--- config.mk ---
export PLATFORM = sky130hd
export DESIGN_NAME = ps2_bar_keys
export DESIGN_NICKNAME = d
export VERILOG_FILES = /design/src/rtl/ps2_pkg.sv /design/src/rtl/ps2_rx.sv /design/src/rtl/ps2_bar_keys.sv
export SDC_FILE = /design/constraint.sdc
export NUM_CORES = 1
export LEC_CHECK = 0
export ABC_AREA = 1
export CAP_MARGIN = 0
export CORE_AREA = 3 3 90 92
export CTS_CLUSTER_DIAMETER = 120
export CTS_CLUSTER_SIZE = 16
export DETAILED_ROUTE_END_ITERATION = 8
export DIE_AREA = 0 0 93 95
export PLACE_DENSITY = 0.46
export SLEW_MARGIN = 20
export SYNTH_ARGS = -nofsm -noshare
export SYNTH_HDL_FRONTEND = slang
export SYNTH_SLANG_ARGS = --single-unit
--- constraint.sdc ---
create_clock -name clk -period 1.7 [get_ports clk]
set_input_delay 0.34 -clock clk [delete_from_list [all_inputs] [get_ports clk]]
set_output_delay 0.34 -clock clk [all_outputs]
set_load 0.01 [all_outputs]
--- src/rtl/ps2_pkg.sv ---
// Shared types and constants for the PS/2 keyboard front end: receiver states,
// scancodes of the mapped keys and the button bit positions in the paddle vectors.
package ps2_pkg;

    typedef enum logic [1:0] {
        IDLE   = 2'd0,
        DATA   = 2'd1,
        PARITY = 2'd2,
        STOP   = 2'd3
    } rx_state_t;

    // Prefix and break codes
    localparam logic [7:0] SC_E0 = 8'hE0;
    localparam logic [7:0] SC_F0 = 8'hF0;

    // Left paddle: W S A D (set 2, non-extended)
    localparam logic [7:0] SC_W = 8'h1D;
    localparam logic [7:0] SC_S = 8'h1B;
    localparam logic [7:0] SC_A = 8'h1C;
    localparam logic [7:0] SC_D = 8'h23;

    // Right paddle: arrow keys, low byte after an E0 prefix
    localparam logic [7:0] SC_UP    = 8'h75;
    localparam logic [7:0] SC_DOWN  = 8'h72;
    localparam logic [7:0] SC_LEFT  = 8'h6B;
    localparam logic [7:0] SC_RIGHT = 8'h74;

    localparam int BTN_UP    = 0;
    localparam int BTN_DOWN  = 1;
    localparam int BTN_LEFT  = 2;
    localparam int BTN_RIGHT = 3;

endpackage

--- src/rtl/ps2_rx.sv ---
// PS/2 device-to-host frame receiver: pin synchronizers, clock glitch filter,
// frame FSM and, when PS2_TIMEOUT_EN is defined, a mid-frame stall timeout.
//
// state  | meaning
// IDLE   | waiting for the start bit edge
// DATA   | shifting in 8 data bits, LSB first
// PARITY | capturing the odd parity bit
// STOP   | checking stop bit and parity, then back to IDLE
module ps2_rx
    import ps2_pkg::*;
#(
    parameter int FILTER_LEN     = 8,
    parameter int TIMEOUT_CYCLES = 20000
) (
    input  logic       clk,
    input  logic       reset,
    input  logic       ps2_clk,
    input  logic       ps2_data,
    output logic       byte_valid,
    output logic [7:0] byte_data,
    output logic       frame_err
);

    logic [1:0]            clk_sync;
    logic [1:0]            data_sync;
    logic [FILTER_LEN-1:0] filt;
    logic                  clk_filt;
    logic                  fall;
    logic                  data_s;
    logic                  tmo_fire;

    rx_state_t  state;
    logic [2:0] bit_cnt;
    logic [7:0] shreg;
    logic       par_bit;

    // The bus idles high, so synchronizers and filter come out of reset high.
    always_ff @(posedge clk or posedge reset) begin
        if (reset) begin
            clk_sync  <= 2'b11;
            data_sync <= 2'b11;
            filt      <= '1;
            clk_filt  <= 1'b1;
        end else begin
            clk_sync  <= {clk_sync[0], ps2_clk};
            data_sync <= {data_sync[0], ps2_data};
            filt      <= {filt[FILTER_LEN-2:0], clk_sync[1]};
            if (&filt)
                clk_filt <= 1'b1;
            else if (~|filt)
                clk_filt <= 1'b0;
        end
    end

    assign fall   = clk_filt & ~|filt;
    assign data_s = data_sync[1];

`ifdef PS2_TIMEOUT_EN
    localparam int TMO_W = $clog2(TIMEOUT_CYCLES + 1);

    logic [TMO_W-1:0] tmo_cnt;

    // Down-counter reloaded on every edge and in IDLE; terminal count aborts the frame.
    always_ff @(posedge clk or posedge reset) begin
        if (reset)
            tmo_cnt <= '0;
        else if (state == IDLE || fall)
            tmo_cnt <= TMO_W'(TIMEOUT_CYCLES);
        else if (tmo_cnt != '0)
            tmo_cnt <= tmo_cnt - 1'b1;
    end

    assign tmo_fire = (state != IDLE) && (tmo_cnt == '0);
`else
    logic unused_tmo;

    assign unused_tmo = (TIMEOUT_CYCLES != 0);
    assign tmo_fire   = 1'b0;
`endif

    // A filtered edge takes priority over a timeout expiring in the same cycle.
    always_ff @(posedge clk or posedge reset) begin
        if (reset) begin
            state      <= IDLE;
            bit_cnt    <= '0;
            shreg      <= '0;
            par_bit    <= 1'b0;
            byte_valid <= 1'b0;
            byte_data  <= '0;
            frame_err  <= 1'b0;
        end else begin
            byte_valid <= 1'b0;
            frame_err  <= 1'b0;
            if (fall) begin
                case (state)
                    IDLE: begin
                        if (!data_s) begin
                            state   <= DATA;
                            bit_cnt <= '0;
                        end else begin
                            frame_err <= 1'b1;
                        end
                    end
                    DATA: begin
                        shreg   <= {data_s, shreg[7:1]};
                        bit_cnt <= bit_cnt + 1'b1;
                        if (bit_cnt == 3'd7)
                            state <= PARITY;
                    end
                    PARITY: begin
                        par_bit <= data_s;
                        state   <= STOP;
                    end
                    STOP: begin
                        state <= IDLE;
                        if ((^{shreg, par_bit}) && data_s) begin
                            byte_valid <= 1'b1;
                            byte_data  <= shreg;
                        end else begin
                            frame_err <= 1'b1;
                        end
                    end
                    default: state <= IDLE;
                endcase
            end else if (tmo_fire) begin
                state     <= IDLE;
                frame_err <= 1'b1;
            end
        end
    end

endmodule

--- src/rtl/ps2_bar_keys.sv ---
// PS/2 keyboard to paddle buttons: decodes make/break/E0 scancodes into held-key levels.
// Build option: PS2_TIMEOUT_EN enables the receiver's stalled-frame timeout.
module ps2_bar_keys
    import ps2_pkg::*;
#(
    parameter int FILTER_LEN     = 8,
    parameter int TIMEOUT_CYCLES = 20000
) (
    input  logic       clk,
    input  logic       reset,
    input  logic       ps2_clk,
    input  logic       ps2_data,
    output logic [3:0] l_bar_buttons,
    output logic [3:0] r_bar_buttons,
    output logic       frame_err
);

    logic       byte_valid;
    logic [7:0] byte_data;
    logic       ext_pend;
    logic       brk_pend;

    ps2_rx #(
        .FILTER_LEN     (FILTER_LEN),
        .TIMEOUT_CYCLES (TIMEOUT_CYCLES)
    ) u_rx (
        .clk        (clk),
        .reset      (reset),
        .ps2_clk    (ps2_clk),
        .ps2_data   (ps2_data),
        .byte_valid (byte_valid),
        .byte_data  (byte_data),
        .frame_err  (frame_err)
    );

    // A dropped frame may have carried a prefix, so the pending flags are discarded with it.
    always_ff @(posedge clk or posedge reset) begin
        if (reset) begin
            ext_pend      <= 1'b0;
            brk_pend      <= 1'b0;
            l_bar_buttons <= '0;
            r_bar_buttons <= '0;
        end else if (byte_valid) begin
            if (byte_data == SC_E0) begin
                ext_pend <= 1'b1;
            end else if (byte_data == SC_F0) begin
                brk_pend <= 1'b1;
            end else begin
                if (!ext_pend) begin
                    case (byte_data)
                        SC_W:    l_bar_buttons[BTN_UP]    <= ~brk_pend;
                        SC_S:    l_bar_buttons[BTN_DOWN]  <= ~brk_pend;
                        SC_A:    l_bar_buttons[BTN_LEFT]  <= ~brk_pend;
                        SC_D:    l_bar_buttons[BTN_RIGHT] <= ~brk_pend;
                        default: ;
                    endcase
                end else begin
                    case (byte_data)
                        SC_UP:    r_bar_buttons[BTN_UP]    <= ~brk_pend;
                        SC_DOWN:  r_bar_buttons[BTN_DOWN]  <= ~brk_pend;
                        SC_LEFT:  r_bar_buttons[BTN_LEFT]  <= ~brk_pend;
                        SC_RIGHT: r_bar_buttons[BTN_RIGHT] <= ~brk_pend;
                        default:  ;
                    endcase
                end
                ext_pend <= 1'b0;
                brk_pend <= 1'b0;
            end
        end else if (frame_err) begin
            ext_pend <= 1'b0;
            brk_pend <= 1'b0;
        end
    end

endmodule

==> out/results.ini <==
[routing]
drtAntennaViolNets=0
routed_wl_um=4200
via_count=1655
via_per_inst=4.40
drc_errors=0
drtIter0Drc=54
first_pass_iters=4
wl_per_cell_um=11.2

[place]
dpl.hpwl_um=3140
dpl_cell_area_um2=2490
place.gp.congestion=0.845
io_buffers=12
post-place-ws_ns=0.110
place_inst=364

[synthesis]
netlist_instances=250
synth_most_common_cell=nand2_1
synth_compound_area_frac=0.0685
async_reset_ff_frac=1.00
synthTopCellsByCount=nand2_1, dfrtp_1, inv_1
ys_top_cells_by_area=dfrtp_1, dfstp_2, nand2_1
syn_area_um2=2210
yosys.area.top_type=dfrtp_1
synthSimpleGateAreaFrac=0.258
ys_warn_count=0
synth_xor_area_frac=0.0119
synthDistinctLibCells=30
yosysSeqAreaShare=0.540
synth_edf_count=0
synth_nets=261
synth_area_per_cell_um2=8.84
synthAdderAreaFrac=0.0396
synth_top_family_by_area=simple AND/OR/NAND/NOR gates
synthMuxAreaShare=0.0238
synth_seq_cells=47
ys.flop_type=dfrtp_1
yosys.area.top_type_share=0.385

[clock_network]
clock-sinks=47
cts_inserted_buffers=5
clk_latency_ns=0.31
htreeDepth=2
clkTransAtPathRegs_ns=0.10
tritoncts=built
clockBufferDepth=2
clk_root_buffer_cell=clkbuf_8

[sta]
finalSetupViolations=0
setup-tns-final_ns=0
worstMarginPinSlew_ns=0.381
maxSlewViolCount=0
period_minus_slack_ns=1.56
whs_ns=0.325
post-route-period-util=0.916
final.setup.worst_slack_ns=0.143
skew_ns=0.00950
hold_violations=0
fmax_ghz=0.642
slew_headroom=0.745

[layout]
post-route-util=0.362
fin_nets=287
syn_to_final_growth_pct=19.3
final_area_um2=2640
stdcell_count=376
drive_above_1_share=0.155
n_antenna_cell=0

[pwr]
power_mw=1.95
power_density_nw_per_um2=738
peakVddDrop_v=0.000264
p_leak_nw=1.24

[critical_path]
worst_ep_required_time_ns=1.89
reg2reg_depth=7
cp_common_cell=nand2_1
startpoint_type=flop
r2r_slack_ns=0.14
cp-end-kind=flop
cp_num_buf_inv=1
arrival_ns=1.75
path_cells=nor2_1, nand2_1, nor2_1, nand2_1, inv_1, nand2_1, mux2_1
crit_type=flop to flop
crit_fanout=4
cp_num_cells=7
slowest_stage=dfstp_2
r2r_end=u_rx.par_bit
cp_top_family=flip-flops
worstReg2RegStart=u_rx.filt[3]
cpPeakStageDelay_ns=0.56

[min_path]
hp-class=primary input to async pin

[job]
cap_violations=0

[status]
outcome=completed

[global_routing]
grt_pass1_vias=1641
grt_max_degree=22
grt_usage=0.106
antenna_found_initial=0
overflow=0
grt_first_pass_wirelength_um=7470

[floorplan]
dieArea_um2=8840
die_h_um=95
coreArea_um2=7290
start_util=0.303
dieWidth_um=93
boundaryPins=13
num_rows=31

cell type report:
cell class              instances  area (um^2)
clock buffers                   5         68.8
fillers                       802         4660
flip-flops and latches         47         1190
inverters                      32          120
repair buffers                 20          193
well taps                      99          124
clock inverters                 3         27.5
multi-input cells             170          911
what timing repair did:
| action | 4_1_cts | 5_1_grt |
|---|---|---|
| setup endpoints to repair | 0 | 10 |
| gates resized for setup | 0 | 5 |
| buffers inserted | 0 | 3 |
| hold buffers | 0 | 0 |
state kept, by name, indices dropped and copies added (netlist names), 2 cells and up:
signal,flops
u_rx.byte_data,8
u_rx.state,2
u_rx.data_sync,2
l_bar_buttons,4
r_bar_buttons,4
u_rx.shreg,8
u_rx.bit_cnt,3
u_rx.clk_sync,2
u_rx.filt,8
layout by cell type (no fill, tap or decap), types with 2 or more instances in the layout:
master            n
nand2_1          70
o211ai_1          2
a21oi_1           6
clkdlybuf4s50_1  12
clkbuf_8          5
o21a_1            2
mux2i_1           3
o21ai_0          11
o21ai_1           2
ha_1              7
a32o_1            2
dfrtp_1          34
nor3_1            4
dfstp_2          13
xnor2_1           2
nand4_1          13
buf_4             7
nand3_1          11
inv_2             3
nor2_1           20
inv_1            29
nand2_2           4
layer usage:
layer / track usage / up-vias / part of all wire / wire length [um]
met5: 0 / - / 0 / 0
met3: 0.0271 / 7 / 0.035 / 147
met2: 0.165 / 22 / 0.45 / 1900
met4: 0.0293 / 0 / 0.013 / 53
li1: - / 865 / - / -
met1: 0.145 / 761 / 0.50 / 2100
worst register-to-register path, delay by kind of cell, from the launching register on:
| family | cells | cell delay (ns) |
|---|---|---|
| buffers and inverters | 1 | 0.13 |
| flip-flops | 1 | 0.56 |
| multiplexers | 1 | 0.31 |
| AND/OR/NAND/NOR | 5 | 0.45 |
how the worst max path moves through the flow:
stage                  start  slack (ns)                end
2_1_floorplan          reset        0.27           brk_pend
3_3_place_gp   u_rx.shreg[0]        0.12  u_rx.byte_data[3]
3_5_place_dp   u_rx.shreg[0]        0.11  u_rx.byte_data[6]
4_1_cts        u_rx.shreg[0]        0.09  u_rx.byte_data[0]
5_1_grt        u_rx.shreg[1]     -0.0002  u_rx.byte_data[1]
6_report        u_rx.filt[3]        0.14       u_rx.par_bit
logic make-up (layout without fill, tap and decap cells):
group / after synthesis / count (layout)
flops: 47 / 47
buf+inv: 34 / 60
fa+ha+maj: 7 / 7
compound gates: 26 / 26
mux: 5 / 5
xor+xnor: 3 / 3
simple gates: 128 / 129
power by group:
group          total, mW  internal, mW  switching (mW)
logic             0.0534        0.0182          0.0352
registers           1.16          1.15          0.0104
clock network      0.733         0.306           0.428
No activity file was read; power rests on OpenSTA's default activity.
